**src/rtl/mips_pkg.sv**
```systemverilog
// Shared types and constants for the MIPS32 front end.
package mips_pkg;

    localparam int unsigned XLEN    = 32;
    localparam int unsigned INSTR_W = 32;

    localparam logic [INSTR_W-1:0] NOP_INSTR = 32'h0000_0000;

    typedef enum logic [1:0] {
        IDLE,
        REQ,
        DROP
    } fetch_state_t;

    // One fetched word together with the address it came from.
    typedef struct packed {
        logic [XLEN-1:0]    pc;
        logic [INSTR_W-1:0] instr;
    } fetch_entry_t;

endpackage

```
**src/rtl/fetch_fifo.sv**
```systemverilog
// Shifting fetch queue: entry 0 is always the head, so decode sees flopped outputs.
module fetch_fifo
    import mips_pkg::*;
#(
    parameter int unsigned DEPTH = 2,
    localparam int unsigned CNT_W = $clog2(DEPTH + 1)
) (
    input  logic             clk,
    input  logic             rst,
    input  logic             push,
    input  fetch_entry_t     pushData,
    input  logic             pop,
    input  logic             flush,
    output logic [CNT_W-1:0] count,
    output logic             headValid,
    output fetch_entry_t     head
);

    localparam int unsigned IDX_W = $clog2(DEPTH);

    fetch_entry_t     entries [DEPTH];
    logic [CNT_W-1:0] countNext;
    logic [CNT_W-1:0] wrSlot;

    always_comb begin
        countNext = count + CNT_W'(push) - CNT_W'(pop);
        wrSlot    = count - CNT_W'(pop);
    end

    // A pop shifts everything down; a push then lands just past the survivors.
    always_ff @(posedge clk) begin
        if (rst) begin
            count     <= '0;
            headValid <= 1'b0;
            for (int i = 0; i < int'(DEPTH); i++) begin
                entries[i] <= '{pc: '0, instr: NOP_INSTR};
            end
        end else if (flush) begin
            count     <= '0;
            headValid <= 1'b0;
        end else begin
            if (pop) begin
                for (int i = 0; i < int'(DEPTH) - 1; i++) begin
                    entries[i] <= entries[i + 1];
                end
            end
            if (push) begin
                entries[IDX_W'(wrSlot)] <= pushData;
            end
            count     <= countNext;
            headValid <= (countNext != '0);
        end
    end

    assign head = entries[0];

endmodule

```
**src/rtl/fetch_unit.sv**
```systemverilog
// Instruction fetch: PC sequencing, imem req/ack FSM and the decode-facing queue.
module fetch_unit
    import mips_pkg::*;
#(
    parameter logic [XLEN-1:0] RESET_PC = 32'h0000_0000,
    parameter int unsigned     DEPTH    = 2
) (
    input  logic               clk,
    input  logic               rst,
    input  logic               jump_en,
    input  logic [XLEN-1:0]    jump_target,
    output logic               imem_req,
    output logic [XLEN-1:0]    imem_addr,
    input  logic               imem_ack,
    input  logic [INSTR_W-1:0] imem_rdata,
    output logic               id_valid,
    input  logic               id_ready,
    output logic [INSTR_W-1:0] id_instr,
    output logic [XLEN-1:0]    id_pc,
    output logic [XLEN-1:0]    id_pc_plus4
);

    localparam int unsigned CNT_W = $clog2(DEPTH + 1);
    localparam int unsigned OCC_W = CNT_W + 1;

    fetch_state_t     state, stateNext;
    logic [XLEN-1:0]  fetchPc, fetchPcNext;
    logic [XLEN-1:0]  reqPc, reqPcNext;
    logic [XLEN-1:0]  jumpPc;
    logic [CNT_W-1:0] count;
    logic [OCC_W-1:0] occNext;
    logic             push, pop, room;
    logic             unusedJumpBits;
    fetch_entry_t     pushData, head;

    assign jumpPc         = {jump_target[XLEN-1:2], 2'b00};
    assign unusedJumpBits = ^jump_target[1:0];

    always_comb begin
        push    = (state == REQ) && imem_ack && !jump_en;
        pop     = id_valid && id_ready && !jump_en;
        occNext = OCC_W'(count) + OCC_W'(push) - OCC_W'(pop);
        room    = occNext < OCC_W'(DEPTH);
    end

    // Issuing a request latches its address into reqPc and advances fetchPc past it.
    always_comb begin
        stateNext   = state;
        fetchPcNext = fetchPc;
        reqPcNext   = reqPc;
        case (state)
            IDLE: begin
                if (jump_en) begin
                    stateNext   = REQ;
                    reqPcNext   = jumpPc;
                    fetchPcNext = jumpPc + XLEN'(4);
                end else if (room) begin
                    stateNext   = REQ;
                    reqPcNext   = fetchPc;
                    fetchPcNext = fetchPc + XLEN'(4);
                end
            end
            REQ: begin
                if (jump_en) begin
                    if (imem_ack) begin
                        reqPcNext   = jumpPc;
                        fetchPcNext = jumpPc + XLEN'(4);
                    end else begin
                        stateNext   = DROP;
                        fetchPcNext = jumpPc;
                    end
                end else if (imem_ack) begin
                    if (room) begin
                        reqPcNext   = fetchPc;
                        fetchPcNext = fetchPc + XLEN'(4);
                    end else begin
                        stateNext = IDLE;
                    end
                end
            end
            DROP: begin
                if (imem_ack) begin
                    stateNext = REQ;
                    if (jump_en) begin
                        reqPcNext   = jumpPc;
                        fetchPcNext = jumpPc + XLEN'(4);
                    end else begin
                        reqPcNext   = fetchPc;
                        fetchPcNext = fetchPc + XLEN'(4);
                    end
                end else if (jump_en) begin
                    fetchPcNext = jumpPc;
                end
            end
            default: stateNext = IDLE;
        endcase
    end

    always_ff @(posedge clk) begin
        if (rst) begin
            state   <= IDLE;
            fetchPc <= RESET_PC;
            reqPc   <= RESET_PC;
        end else begin
            state   <= stateNext;
            fetchPc <= fetchPcNext;
            reqPc   <= reqPcNext;
        end
    end

    assign pushData = '{pc: reqPc, instr: imem_rdata};

    fetch_fifo #(
        .DEPTH(DEPTH)
    ) u_fifo (
        .clk      (clk),
        .rst      (rst),
        .push     (push),
        .pushData (pushData),
        .pop      (pop),
        .flush    (jump_en),
        .count    (count),
        .headValid(id_valid),
        .head     (head)
    );

    assign imem_req    = (state != IDLE);
    assign imem_addr   = reqPc;
    assign id_instr    = head.instr;
    assign id_pc       = head.pc;
    assign id_pc_plus4 = head.pc + XLEN'(4);

endmodule
```
**config.mk**
```make
export PLATFORM = sky130hd
export DESIGN_NAME = fetch_unit
export DESIGN_NICKNAME = d
export VERILOG_FILES = /design/src/rtl/mips_pkg.sv /design/src/rtl/fetch_fifo.sv /design/src/rtl/fetch_unit.sv
export SDC_FILE = /design/constraint.sdc
export NUM_CORES = 1
export LEC_CHECK = 0
export BUFFER_PORTS_ARGS = -buffer_cell sky130_fd_sc_hd__buf_4
export CORE_MARGIN = 2
export CORE_UTILIZATION = 47
export CTS_CLUSTER_DIAMETER = 40
export DETAILED_ROUTE_END_ITERATION = 8
export PLACE_DENSITY = 0.71
export SYNTH_ARGS = -nofsm -noshare
export SYNTH_HDL_FRONTEND = slang
export SYNTH_SLANG_ARGS = --single-unit
```
**constraint.sdc**
```tcl
create_clock -name clk -period 21.5 [get_ports clk]
set_input_delay 1.075 -clock clk [delete_from_list [all_inputs] [get_ports clk]]
set_output_delay 1.075 -clock clk [all_outputs]
set_load 0.02 [all_outputs]
```
==> flow_summary.ini <==
[layout]
synthToLayoutAreaGrowth_pct = 17.3
postLayoutCoreUtil_pct = 56.2
nets = 1555
multi_input_area_um2 = 6670
diodes = 0
final_layout_size_suffix_gt1_share_pct = 18.3
layout.area.seq_um2 = 5230
fillers = 2336

[timing]
rsz0062_at_grt = false
fmax_mhz = 156
drv_slew = 0
post-route-period-util_pct = 29.9
setup_tns_ps = 0
skew_ps = 17.2
relSlewSlack_pct = 23.4
hold_viol = 0
worstMarginPinSlew_ps = 1140
finalSetupViolations = 0
finalCriticalPeriod_ps = 6420

[grt]
grt_pass1_wl_um = 63900
grt_remaining_overflow = 0
met3_usage_pct = 6.61
grt_busiest_layer = met2
track_usage_pct = 28.9
grt_util_met1_pct = 39.3
antenna_found_initial = 0
gr-usage-met2_pct = 45.1
grt_max_degree = 67
grt_pass1_vias = 10936

[clock_tree]
clk_path_buf_depth = 2
clock_latency_ps = 440
cts_hold_buf = 0
cts_resized = 0
post_cts_buffers = 0
htreeDepth = 4
cts_sinks = 197
cts_tree = built
root_buffer = clkbuf_16
path_clk_slew_ps = 90
cts_buffers = 17

[logic_synthesis]
synth_edf_count = 128
syn_nets = 1452
syn_avg_cell_area_um2 = 9.10
ys_seq_elements = 197
synth.top_cell.area_share_pct = 30.8
synth_cells = 1372
yosys.cell_types.count = 78
yosysMostFrequentCell = edfxtp_1
ys_seq_area_share_pct = 41.8
ys.flop_type = edfxtp_1
yosys.area.top_type = edfxtp_1
netlist_top_cells_area = edfxtp_1, dfxtp_1, a22o_1
yosysWarnings = 0
syn_area_um2 = 12500
synth_commonest_cells = edfxtp_1, clkbuf_1, nor2_1
async_reset_ff_share_pct = 0

[floorplan]
die_h_um = 167
start_util_pct = 47.9
io_pins = 199
rows = 59
die_x_um = 167
dieArea_um2 = 27900
core-area_um2 = 26100

[critical_path]
arrival_ps = 6770
path_class = register to register
critPathLaunchType = register
worstSetupEndpointType = register
cp.required_ps = 21850
path_max_fanout = 24

[detailed_routing]
viasPerCell = 6.45
firstDrtPassIters = 6
num_vias = 11757
drtIter0Drc = 1529
drc_errors = 0
antenna_left = 0
drt-total-wl_um = 41500
wl_per_cell_um = 22.8

[power_and_ir_drop]
total_leakage_power_nw = 5.46
cellPowerDensity_nw_per_um2 = 88.7
ir_drop_v = 0.0000851

[outcome]
status = finished, final reports clean

[placement]
port_buffers = 196
globalplace.congestion = 0.972
hpwl_um = 28600

[worst_hold_path]
min_path_type = register to register

[flow_run]
drv_cap = 0
metal layers:
layer | share of wire [%] | wire length [um] | up-vias
met4 | 4.0 | 1650 | 0
met3 | 11 | 4490 | 124
li1 | - | - | 5361
met2 | 44 | 18300 | 764
met5 | 0 | 0 | -
met1 | 41 | 17000 | 5508
per-stage QoR:
step | worst slack [ps] | power, mW | area [um^2] | instances | hold slack, ps
after floorplan | 13960 | 0.809 | 12500 | 1372 | 416
after global placement | 15070 | 0.962 | 14000 | 1791 | 432
after detailed placement | 15150 | 0.970 | 14000 | 1791 | 435
after CTS | 15400 | 1.29 | 14600 | 1823 | 451
after global routing | 14940 | 1.36 | 14600 | 1823 | 470
final | 15080 | 1.30 | 14600 | 1823 | 447
layout by cell type, fill, tap and decap left out, drive strengths merged, types with 36 or more instances in the layout:
cell,Yosys,layout
dfxtp,69,69
mux2i,36,36
nor2,99,99
edfxtp,128,128
a211oi,43,43
xnor2,60,60
buf,31,217
o21ai,60,60
and2,71,71
nand2,94,94
nand4,45,45
nand3,57,57
nor3,52,52
a21oi,44,44
a22o,66,66
path summary, 6_finish.rpt:
| kind | slack, ps | cells after the start | from | to |
|---|---|---|---|---|
| setup / recovery | 15080 | 15 | state[1] | fetchPc[30] |
| hold / removal | 450 | 2 | fetchPc[0] | fetchPc[0] |
| setup reg to reg | 15080 | 15 | state[1] | fetchPc[30] |
| hold reg to reg | 450 | 2 | fetchPc[0] | fetchPc[0] |
critical path: stages (launching register included):
cell      delay, ps
dfxtp_1         360
inv_1            90
ha_1            180
clkinv_1        450
nor2_1          830
nand2_1         340
inv_1           120
ha_1            140
inv_1            40
fa_1            400
xnor2_1         920
nand2_1         970
nor4_1          530
mux2_2          400
a211o_1         260
a221oi_1        280
cells by family (layout without fill, tap and decap cells):
kind of cell	after synthesis	after routing	share of synthesized area [%]
multiplexers	41	41	3.34
XOR/XNOR	89	89	6.24
adder cells (fa/ha/maj)	11	11	1.16
buffers and inverters	162	278	5.19
flip-flops	197	197	41.8
AND/OR/NAND/NOR	529	529	22.2
AO/OA/AOI/OAI	343	343	20.1
area by class of cell:
type                       instances  share of cell area, %
clock buffer                      18                   2.93
inverter                          29                  0.743
tap                              335                   2.86
clock inverter                    14                   1.16
multi-input combinational       1013                   45.5
sequential                       197                   35.7
timing repair buffer             217                   11.1
report_power, final:
| part | total, mW | leakage, nW | internal (mW) | switching (mW) |
|---|---|---|---|---|
| registers | 0.536 | 1.89 | 0.455 | 0.0809 |
| logic | 0.439 | 3.27 | 0.165 | 0.273 |
| clock network | 0.325 | 0.292 | 0.158 | 0.166 |
registers in the layout, indices dropped and copies added (netlist names):
| name | count |
|---|---|
| imem_addr | 32 |
| fetchPc | 32 |
| u_fifo.count | 2 |
| u_fifo.headValid | 1 |
| state | 2 |
| u_fifo.entries | 128 |
Power figures use the tool's default switching activity.
